`src/rtl/midi_pkg.sv`:
```
// Shared MIDI definitions used by both the receive-store and transmit-fetch blocks.
package midi_pkg;

    localparam logic [7:0] MIDI_ACTIVE_SENSE = 8'hFE;
    localparam logic [7:0] DROP_COUNT_MAX    = 8'hFF;

    typedef enum logic [1:0] {
        S_IDLE    = 2'd0,
        S_HOLD    = 2'd1,
        S_BLOCKED = 2'd2
    } rx_state_t;

endpackage

```
`src/rtl/midi_alive_timer.sv`:
```
// Active-sensing watchdog: arm raises link_alive, kick restarts the count,
// and link_alive falls after TIMEOUT_CYCLES cycles with no kick.
module midi_alive_timer #(
    parameter int TIMEOUT_CYCLES = 9600000
) (
    input  logic clk,
    input  logic rst,
    input  logic kick,
    input  logic arm,
    input  logic clear,
    output logic link_alive
);

    localparam int CW = $clog2(TIMEOUT_CYCLES + 1);
    localparam logic [CW-1:0] LAST_COUNT = CW'(TIMEOUT_CYCLES - 1);

    logic [CW-1:0] count;

    // NOTE: sequential state uses non-blocking assignments so every register
    // samples pre-edge values regardless of statement order.
    always_ff @(posedge clk) begin
        if (rst || clear) begin
            count      <= '0;
            link_alive <= 1'b0;
        end else if (kick) begin
            count <= '0;
            if (arm) begin
                link_alive <= 1'b1;
            end
        end else if (link_alive) begin
            if (count == LAST_COUNT) begin
                count      <= '0;
                link_alive <= 1'b0;
            end else begin
                count <= count + 1'b1;
            end
        end
    end

endmodule

```
`src/rtl/midi_rx_store.sv`:
```
// Buffers UART-received MIDI bytes into a write-side FIFO through a one-byte
// hold register, tracking active-sensing keep-alive and lost bytes.
module midi_rx_store
    import midi_pkg::*;
#(
    parameter int TIMEOUT_CYCLES = 9600000,
    parameter int PASS_FE        = 0
) (
    input  logic       clk,
    input  logic       rst,
    input  logic       midi_clk_locked,
    input  logic       uart_valid,
    input  logic [7:0] uart_data,
    input  logic       uart_frame_err,
    input  logic       fifo_full,
    input  logic       fifo_wr_rst_busy,
    output logic       fifo_wr,
    output logic [7:0] fifo_in,
    output logic       link_alive,
    output logic       overflow,
    input  logic       overflow_clr,
    output logic [7:0] drop_count
);

    rx_state_t  state;
    logic [7:0] hold;
    logic       blocked;
    logic       accepted;
    logic       is_fe;
    logic       storable;
    logic       drop_event;

    assign blocked    = fifo_wr_rst_busy || !midi_clk_locked;
    assign accepted   = uart_valid && !uart_frame_err &&
                        (state == S_IDLE || state == S_HOLD);
    assign is_fe      = (uart_data == MIDI_ACTIVE_SENSE);
    assign storable   = accepted && (!is_fe || (PASS_FE != 0));
    assign drop_event = (state == S_HOLD) && fifo_full && storable;

    // Write is gated by the blocking conditions too, so a FIFO entering reset
    // never sees a strobe even in the cycle before the state changes.
    assign fifo_wr = (state == S_HOLD) && !fifo_full && !blocked;
    assign fifo_in = hold;

    always_ff @(posedge clk) begin
        if (rst) begin
            state <= S_IDLE;
            hold  <= '0;
        end else if (blocked) begin
            state <= S_BLOCKED;
            hold  <= '0;
        end else begin
            case (state)
                S_IDLE: begin
                    if (storable) begin
                        hold  <= uart_data;
                        state <= S_HOLD;
                    end
                end
                S_HOLD: begin
                    if (!fifo_full) begin
                        if (storable) begin
                            hold <= uart_data;
                        end else begin
                            state <= S_IDLE;
                        end
                    end
                end
                default: state <= S_IDLE;
            endcase
        end
    end

    // Clear wins over a same-cycle drop; that drop is simply not recorded.
    always_ff @(posedge clk) begin
        if (rst || overflow_clr) begin
            overflow   <= 1'b0;
            drop_count <= '0;
        end else if (drop_event) begin
            overflow <= 1'b1;
            if (drop_count != DROP_COUNT_MAX) begin
                drop_count <= drop_count + 8'd1;
            end
        end
    end

    midi_alive_timer #(
        .TIMEOUT_CYCLES(TIMEOUT_CYCLES)
    ) u_alive_timer (
        .clk       (clk),
        .rst       (rst),
        .kick      (accepted),
        .arm       (accepted && is_fe),
        .clear     (!midi_clk_locked),
        .link_alive(link_alive)
    );

endmodule

```
`config.mk`:
```
export PLATFORM = sky130hd
export DESIGN_NAME = midi_rx_store
export DESIGN_NICKNAME = d
export VERILOG_FILES = /design/src/rtl/midi_pkg.sv /design/src/rtl/midi_alive_timer.sv /design/src/rtl/midi_rx_store.sv
export SDC_FILE = /design/constraint.sdc
export NUM_CORES = 1
export LEC_CHECK = 0
export ABC_AREA = 0
export CAP_MARGIN = 20
export CELL_PAD_IN_SITES_DETAIL_PLACEMENT = 1
export CELL_PAD_IN_SITES_GLOBAL_PLACEMENT = 1
export CORE_MARGIN = 2
export CORE_UTILIZATION = 35
export CTS_BUF_LIST = sky130_fd_sc_hd__clkbuf_8 sky130_fd_sc_hd__clkbuf_16
export DETAILED_ROUTE_END_ITERATION = 6
export MAX_ROUTING_LAYER = met4
export PLACE_DENSITY = 0.76
export SETUP_SLACK_MARGIN = 0.5
export SYNTH_ARGS = -nofsm -noshare
export SYNTH_HDL_FRONTEND = slang
export SYNTH_SLANG_ARGS = --single-unit
```
`constraint.sdc`:
```
create_clock -name clk -period 1.9 [get_ports clk]
set_input_delay 0.38 -clock clk [delete_from_list [all_inputs] [get_ports clk]]
set_output_delay 0.38 -clock clk [all_outputs]
set_load 0.005 [all_outputs]
```
==> results of run 1 <==
[through the flow]
| stage | area [um^2] | TNS [ns] | hold WS [ns] | total power [mW] | setup slack [ns] |
|---|---|---|---|---|---|
| 3_5_place_dp | 2800 | -2.74 | 0.456 | 1.06 | -0.327 |
| 6_report | 3350 | 0 | 0.439 | 1.70 | 0.159 |
| 2_1_floorplan | 2210 | 0 | 0.450 | 0.992 | 0.153 |
| 5_1_grt | 3350 | 0 | 0.445 | 1.75 | 0.113 |
| 3_3_place_gp | 2800 | -1.45 | 0.450 | 1.06 | -0.303 |
| 4_1_cts | 3170 | 0 | 0.428 | 1.71 | 0.179 |
[registers in the layout, indices dropped and copies added, names as in the netlist]
name / count
fifo_in: 8
u_alive_timer.count: 24
state: 2
drop_count: 8
overflow: 1
u_alive_timer.link_alive: 1
[cells in the final DEF, fill, tap and decap left out, types with 10 or more instances in the layout]
cell	netlist	routed
a21oi_1	20	10
nand2_1	13	11
nor2_1	20	13
a21oi_2	0	10
o31ai_1	11	10
buf_6	0	10
buf_4	0	41
dfxtp_2	0	18
dfxtp_1	44	17
dlygate4sd2_1	0	24
[power breakdown]
group	switching (mW)	internal, mW
combinational	0.0574	0.0717
sequential	0.00437	0.912
clock	0.331	0.325
[timing repair]
item	CTS	global route
pin swaps	22	15
gates resized for setup	90	43
gates cloned	2	0
endpoints found under the setup margin	61	44
buffers inserted	18	5
[layer usage]
| metal | routed length (um) | GRT usage, % | vias up |
|---|---|---|---|
| met5 | 0 | - | - |
| met2 | 3560 | 38.5 | 40 |
| met3 | 165 | 4.33 | 11 |
| li1 | - | - | 1054 |
| met4 | 84 | 5.76 | 0 |
| met1 | 2840 | 23.2 | 1063 |
[cell type report]
cell class / count / share of cell area (%)
Inverter: 6 / 0.671
Sequential cell: 44 / 27.9
Tap cell: 75 / 2.80
Timing Repair Buffer: 86 / 22.3
Clock buffer: 7 / 2.87
Multi-Input combinational cell: 175 / 43.4
[path summary, 6_finish.rpt]
check | to | start | cells past startpoint | slack, ns
worst max-delay path | u_alive_timer.count[16] | u_alive_timer.count[5] | 4 | 0.16
worst min register to register | drop_count[6] | drop_count[6] | 2 | 0.47
worst max register to register | u_alive_timer.count[16] | u_alive_timer.count[5] | 4 | 0.16
worst min-delay path | fifo_in[6] | uart_data[6] | 3 | 0.44
[logic make-up after synthesis]
kind of cell               count (synthesis)  synth area share (%)
xor gates and xnor gates                   9                  3.80
and+or+nand+nor                          105                  30.2
adders and majority gates                  2                  1.21
muxes                                      8                  3.86
DFF                                       44                  42.5
buffers and inverters                     14                  2.77
AOI/OAI and AO/OA                         51                  15.7
[Yosys cell counts (8+ instances only)]
cell type	number
dfxtp_1	44
a21oi_1	20
nor2_1	20
nand2_1	13
nand3_1	12
o31ai_1	11
or4_1	10
nand4_1	9
o21ai_0	9
mux2i_1	8
[worst max-delay path, cell delays in order (launching register included)]
cell and delay (ns):
dfxtp_2 0.37, and4_4 0.29, nand3_4 0.14, or4_2 0.65, a21oi_1 0.21
==> impl_metrics.toml, run 1 <==
[setup_path]
worstPathMaxFanout = 6
cp.arrival_ns = 1.95
critPathKind = "flip-flop to flip-flop"
cp-end-kind = "flip-flop"
start_kind = "flip-flop"
critPathRequiredTime_ns = 2.11

[placement]
dp.cells = 361
io_buffer_count = 34
place_hpwl_um = 3980
place.gp.congestion = 0.763

[clocking]
htree_levels = 2
root_buffer = "clkbuf_8"
cts_buffer_depth = 2
clk_latency_ns = 0.30
hold_buffers = 0
numCtsBuffers = 5
cts_tree = "done"
clk_pin_slew_ns = 0.09
cts.sink_count = 44

[floorplanning]
dieHeight_um = 81.0
initial_core_util_pct = 35.7
core_um2 = 5820
ios = 35
rows = 28
die_x_um = 81.0
die_area_um2 = 6560

[drt]
drt-total-wl_um = 6650
drc = 0
wl_per_cell_um = 16.9
via_per_inst = 5.52
drtPass1Iterations = 4
num_vias = 2168
ant_nets = 0
drtIter0Drc = 62

[power_and_ir_drop]
power.leakage_nw = 1.27
peakVddDrop_mv = 0.293
pwr_density_cell_nw_per_um2 = 507

[synthesis]
synth_top_area_cell = "dfxtp_1"
synth-edff-count = 0
ys_top_cells_by_area = "dfxtp_1 (42%), a21oi_1 (4.8%), o31ai_1 (4.0%)"
yosys_warnings = 0
syn-cell-area_um2 = 2070
avgSynthCellArea_um2 = 8.90
ys_seq_area_share_pct = 42.5
synth_ff_type = "dfxtp_1"
ys_ff_latch = 44
synth_fp_nets = 251
yosysTopAreaCellShare_pct = 42.5
synth_cell_types = 46
synthArstFlopShare_pct = 0
netlist_instances = 233

[finish]
fin_cells = 393
layout.nets = 336
diodes = 0
syn2layout_area_growth_pct = 61.7
multi_input_area_um2 = 1460
register_area_um2 = 937
fillers = 653
drive_above_1_share_pct = 46.2
utilization_pct = 57.7

[sta]
tightest_slew_ns = 0.393
layout_min_cycle_time_ns = 1.74
fin_crit_sh_pct = 91.6
maxSlewHeadroom_pct = 73.7
setup_viol = 0
finalMaxSlewViolations = 0
fin_skew_ns = 0.00547
fmax_mhz = 574
rsz0062_at_grt = "yes"
hold_viol = 0

[grt]
grt_first_pass_wirelength_um = 10400
antenna_found_initial = 0
grt_max_degree = 13
grt_usage_pct = 21.1
grt_pass1_vias = 2173
grt_overflow = 0

[run_status]
status = "finished clean"

[worst_hold_path]
hp-class = "input pin to flip-flop"

[flow_run]
max-cap-violations = 0
(Power assumes the default switching activity.)
==> run 2, diff against run 1 <==
--- a/config.mk
+++ b/config.mk
@@ -14,7 +14,7 @@
 export CTS_BUF_LIST = sky130_fd_sc_hd__clkbuf_8 sky130_fd_sc_hd__clkbuf_16
 export DETAILED_ROUTE_END_ITERATION = 6
 export MAX_ROUTING_LAYER = met4
-export PLACE_DENSITY = 0.76
+export PLACE_DENSITY = 0.73
 export SETUP_SLACK_MARGIN = 0.5
 export SYNTH_ARGS = -nofsm -noshare
 export SYNTH_HDL_FRONTEND = slang
==> constraint.sdc (replaced) <==
create_clock -name clk -period 2.2 [get_ports clk]
set_input_delay 0.44 -clock clk [delete_from_list [all_inputs] [get_ports clk]]
set_output_delay 0.44 -clock clk [all_outputs]
set_load 0.005 [all_outputs]
==> run 2 against run 1 <==
Hold slack gained 0.020 ns. Core utilization shrank 7.0 points. Flip-flop and latch count is the same. Global-route usage shrank 2.5 points. Register-to-register slack gained 0.36 ns. Critical path depth grew 1. Combinational power shrank 33%. Final cell count shrank 5.3%. Sequential share of layout area grew 3.1 points. Wire length shrank 14%. Critical endpoint is now u_alive_timer.count[20].
==> impl_metrics.toml, run 2 (synthesis results as in run 1) <==
[setup_path]
start_kind = "flip-flop"
cp-end-kind = "flip-flop"
critPathTopFamily = "simple AND/OR/NAND/NOR gates"
critPathSlowestCell = "or4_1"
worstPathMaxFanout = 8
path_cells = "ha_4 > nand4_4 > or3_4 > or4_1 > a21oi_1"
max_stage_delay_ns = 0.48
critPathKind = "flip-flop to flip-flop"
path_buf_inv = 0
cp.arrival_ns = 1.92
critPathRequiredTime_ns = 2.44

[power_and_ir_drop]
pwr-share-seq_pct = 53.0
p_int_mw = 1.17
p_sw_uw = 330
pwr_density_cell_nw_per_um2 = 511
p_sw_share_pct = 21.9
combPwrFrac_pct = 5.8
pwr-share-clk_pct = 41.2
power.leakage_nw = 1.04
peakVddDrop_mv = 0.364
power.total_mw = 1.50

[floorplanning]
core_um2 = 5820
die_x_um = 81.0
initial_core_util_pct = 35.7
die_area_um2 = 6560
rows = 28
dieHeight_um = 81.0
ios = 35

[placement]
place_hpwl_um = 3950
io_buffer_count = 34
placed_area_um2 = 2610
place.gp.congestion = 0.775
dp_slack_ns = -0.176

[grt]
grt_overflow = 0
antenna_found_initial = 0
grt_usage_pct = 18.6
grt_max_degree = 14
grt_first_pass_wirelength_um = 9230
grt_pass1_vias = 2003

[sta]
rsz0062_at_grt = "yes"
maxSlewHeadroom_pct = 74.2
setup_slack_ns = 0.514
whs_ns = 0.459
tightest_slew_ns = 0.383
finalMaxSlewViolations = 0
setup_viol = 0
fin_crit_sh_pct = 76.6
fin_skew_ns = 0.00978
layout_min_cycle_time_ns = 1.69
hold_viol = 0
fmax_mhz = 593

[drt]
drtIter0Drc = 86
ant_nets = 0
drt-total-wl_um = 5700
drtPass1Iterations = 4
wl_per_cell_um = 15.3
num_vias = 2047
via_per_inst = 5.50
drc = 0

[clocking]
cts_buffer_depth = 2
hold_buffers = 0
htree_levels = 2
clk_latency_ns = 0.30
clk_pin_slew_ns = 0.09
root_buffer = "clkbuf_8"
cts_tree = "done"
cts.sink_count = 44
numCtsBuffers = 5

[finish]
top_register = "u_alive_timer.count"
multi_input_area_um2 = 1240
layout_common_cells = "buf_4 (28), dfxtp_1 (26), nor2_1 (20), clkdlybuf4s50_1 (19), a21oi_1 (18)"
register_area_um2 = 913
final_common_cell = "buf_4"
fillers = 703
largest_register_ffs = 24
layout.nets = 314
drive_above_1_share_pct = 27.6
final_area_um2 = 2950
diodes = 0
syn2layout_area_growth_pct = 42.0

[run_status]
status = "finished clean"

[worst_hold_path]
hp-class = "flip-flop to flip-flop"

[flow_run]
max-cap-violations = 0
-- run 2: cell count changes in the layout (fill, tap and decap cells not counted), moves of 8 or more --
cell             delta
dlygate4sd2_1      -12
clkdlybuf4s50_1    +16
a21oi_1             +8
dfxtp_1             +9
buf_4              -13
a21oi_2             -8
buf_6               -9
-- run 2: power groups by stage --
stage / Clock [mW] / Sequential, mW / Combinational, mW
global route: 0.661 / 0.798 / 0.0950
detailed placement: 0 / 0.820 / 0.0842
finish: 0.620 / 0.797 / 0.0869
floorplan: 0 / 0.819 / 0.0312
CTS: 0.628 / 0.801 / 0.0832
global placement: 0 / 0.820 / 0.0832
-- run 2: tightest hold or removal path, cell delays in order (launching register included) --
cell and delay, ns:
dfxtp_1 0.32, inv_1 0.05, a21oi_1 0.05
-- run 2: layer usage --
metal  part of all wire [%]  GRT usage, %  vias to the layer above
met5                      0             -                        -
met3                    3.3          4.22                       14
met4                    2.7          6.78                        0
met1                     44          21.3                      988
met2                     50          31.7                       42
li1                       -             -                     1003
-- run 2: path summary, 6_finish.rpt --
check | slack (ns) | start | cells after the start | endpoint
max | 0.51 | u_alive_timer.count[0] | 5 | u_alive_timer.count[20]
min | 0.46 | overflow | 2 | overflow
max reg2reg | 0.51 | u_alive_timer.count[0] | 5 | u_alive_timer.count[20]
min reg2reg | 0.46 | overflow | 2 | overflow
-- run 2: final cells by class --
class,instances,area share [%]
Tap cell,75,3.19
Timing Repair Buffer,64,19.2
Inverter,6,0.765
Clock buffer,5,2.34
Multi-Input combinational cell,175,42.2
Sequential cell,44,31.0
Clock inverter,3,1.32
-- run 2: through the flow --
stage	cells	setup TNS, ns	utilization [%]
2_1_floorplan	233	0	-
3_3_place_gp	350	-0.348	44.9
3_5_place_dp	350	-0.520	44.9
4_1_cts	369	0	49.1
5_1_grt	372	0	50.6
6_report	372	0	50.6
-- run 2: timing repair --
action,4_1_cts,5_1_grt
resized for setup,38,25
setup endpoints to repair,31,31
pin swaps,18,6
setup buffers,11,3
==> run 3, diff against run 2 <==
--- a/config.mk
+++ b/config.mk
@@ -14,7 +14,7 @@
 export CTS_BUF_LIST = sky130_fd_sc_hd__clkbuf_8 sky130_fd_sc_hd__clkbuf_16
 export DETAILED_ROUTE_END_ITERATION = 6
 export MAX_ROUTING_LAYER = met4
-export PLACE_DENSITY = 0.73
+export PLACE_DENSITY = 0.76
 export SETUP_SLACK_MARGIN = 0.5
 export SYNTH_ARGS = -nofsm -noshare
 export SYNTH_HDL_FRONTEND = slang
==> constraint.sdc (replaced) <==
create_clock -name clk -period 1.4 [get_ports clk]
set_input_delay 0.28 -clock clk [delete_from_list [all_inputs] [get_ports clk]]
set_output_delay 0.28 -clock clk [all_outputs]
set_load 0.005 [all_outputs]
==> run 3 against run 2 <==
The flow now finishes with violations (negative setup slack). Core utilization is 19 points higher. Clock power is 42% higher. Cell area is 38% higher. Critical path depth stayed put. Clock skew is 0.0030 ns lower. Largest cell class unchanged. Largest power group unchanged.
==> impl_metrics.toml, run 3 (synthesis results as in run 1) <==
[drt]
drtPass1Iterations = 4
top_layer_used = "met4"
drtIter0Drc = 135
ant_nets = 0
wl_met3_um = 679
wl_per_cell_um = 26.2
wl_met1_um = 4660
num_vias = 2699
via_per_inst = 5.93
drt-total-wl_um = 11900
drc = 0
wl_met2_um = 6110

[sta]
maxSlewHeadroom_pct = 71.4
tightest_slew_ns = 0.427
rsz0062_at_grt = "yes"
layout_min_cycle_time_ns = 1.83
fin_skew_ns = 0.00677
hold_viol = 0
whs_ns = 0.374
fmax_mhz = 547
fin_crit_sh_pct = 131
setup_slack_ns = -0.427
setup_viol = 42
finalMaxSlewViolations = 0

[finish]
layout.nets = 397
final_common_cell = "buf_4"
drive_above_1_share_pct = 64.2
top_register = "u_alive_timer.count"
utilization_pct = 69.9
fin_cells = 455
diodes = 0
largest_register_ffs = 24
syn2layout_area_growth_pct = 95.9
fillers = 597
layout_common_cells = "buf_4 (77), buf_6 (48), dfxtp_2 (32), nor2_1 (19), a21oi_2 (15)"

[power_and_ir_drop]
pwr_density_cell_nw_per_um2 = 586
peakVddDrop_mv = 0.523
power.leakage_nw = 1.63

[floorplanning]
initial_core_util_pct = 35.7
dieHeight_um = 81.0
die_area_um2 = 6560
ios = 35
core_um2 = 5820
rows = 28
die_x_um = 81.0

[placement]
dp.cells = 408
place.gp.congestion = 0.778
io_buffer_count = 34
place_hpwl_um = 4730
dp_slack_ns = -0.620

[setup_path]
timing.rr.start = "state[1]"
r2r_slack_ns = -0.43
start_kind = "flip-flop"
cp-end-kind = "flip-flop"
critPathKind = "flip-flop to flip-flop"
r2r_cells = 5
critPathRequiredTime_ns = 1.63
worstPathMaxFanout = 7
startpoint = "state[1]"
crit_path_end = "drop_count[5]"
cp.arrival_ns = 2.06
r2r-end = "drop_count[5]"

[grt]
antenna_found_initial = 0
grt_max_degree = 13
grt_first_pass_wirelength_um = 15100
grt_pass1_vias = 2805
grt_usage_pct = 31.8
grt_overflow = 0

[clocking]
cts_buffer_depth = 2
numCtsBuffers = 5
cts.sink_count = 44
hold_buffers = 0
clk_pin_slew_ns = 0.09
htree_levels = 2
cts_tree = "done"
clk_latency_ns = 0.32
root_buffer = "clkbuf_8"

[run_status]
violations = "negative setup slack"
status = "complete, but fails checks"

[flow_run]
max-cap-violations = 0

[worst_hold_path]
hp-class = "input pin to flip-flop"
-- run 3: timing repair --
action                                  in CTS  in global routing
pin swaps                                   38                 24
setup buffers                               23                 14
resized for setup                          184                 52
gates cloned                                 2                  0
endpoints found under the setup margin      62                 62
-- run 3: how the worst min path moves through the flow --
stage	startpoint	slack, ns	cells after the start	end
finish	uart_data[0]	0.37	3	fifo_in[0]
global route	uart_data[0]	0.43	3	fifo_in[0]
global placement	overflow	0.45	2	overflow
CTS	uart_data[0]	0.35	3	fifo_in[0]
detailed placement	overflow	0.46	2	overflow
floorplan	rst	0.34	1	state[1]
-- run 3: area by class of cell --
class                   instances  area (um^2)  share of cell area [%]
well taps                      75         93.8                    2.31
clock buffers                   6         82.6                    2.03
clock inverters                 2         7.51                   0.185
inverters                       6         22.5                   0.554
multi-input cells             176         1620                    39.9
flip-flops and latches         44          936                    23.0
repair buffers                146         1300                    32.0
-- run 3: worst max-delay path: stages, from the launching register on --
cell	delay, ns
dfxtp_4	0.38
nor3b_4	0.21
o211ai_1	0.18
buf_4	0.21
or4_1	0.54
a21oi_2	0.21
-- run 3: power breakdown --
| group | switching (mW) | internal [mW] |
|---|---|---|
| logic | 0.116 | 0.130 |
| registers | 0.00684 | 1.25 |
| clock network | 0.492 | 0.390 |
-- run 3: metal layers --
layer	global-route usage, %	vias up
met5	-	-
met4	13.2	0
met3	5.78	46
met2	58.3	115
met1	33.5	1364
li1	-	1174
-- run 3: through the flow --
| step | power, mW | setup TNS, ns | area [um^2] |
|---|---|---|---|
| final | 2.38 | -10.08 | 4060 |
| after CTS | 2.29 | -5.08 | 3710 |
| after global placement | 1.45 | -18.09 | 3200 |
| after floorplan | 1.35 | -2.97 | 2270 |
| after detailed placement | 1.46 | -19.98 | 3200 |
| after global routing | 2.44 | -11.70 | 4060 |
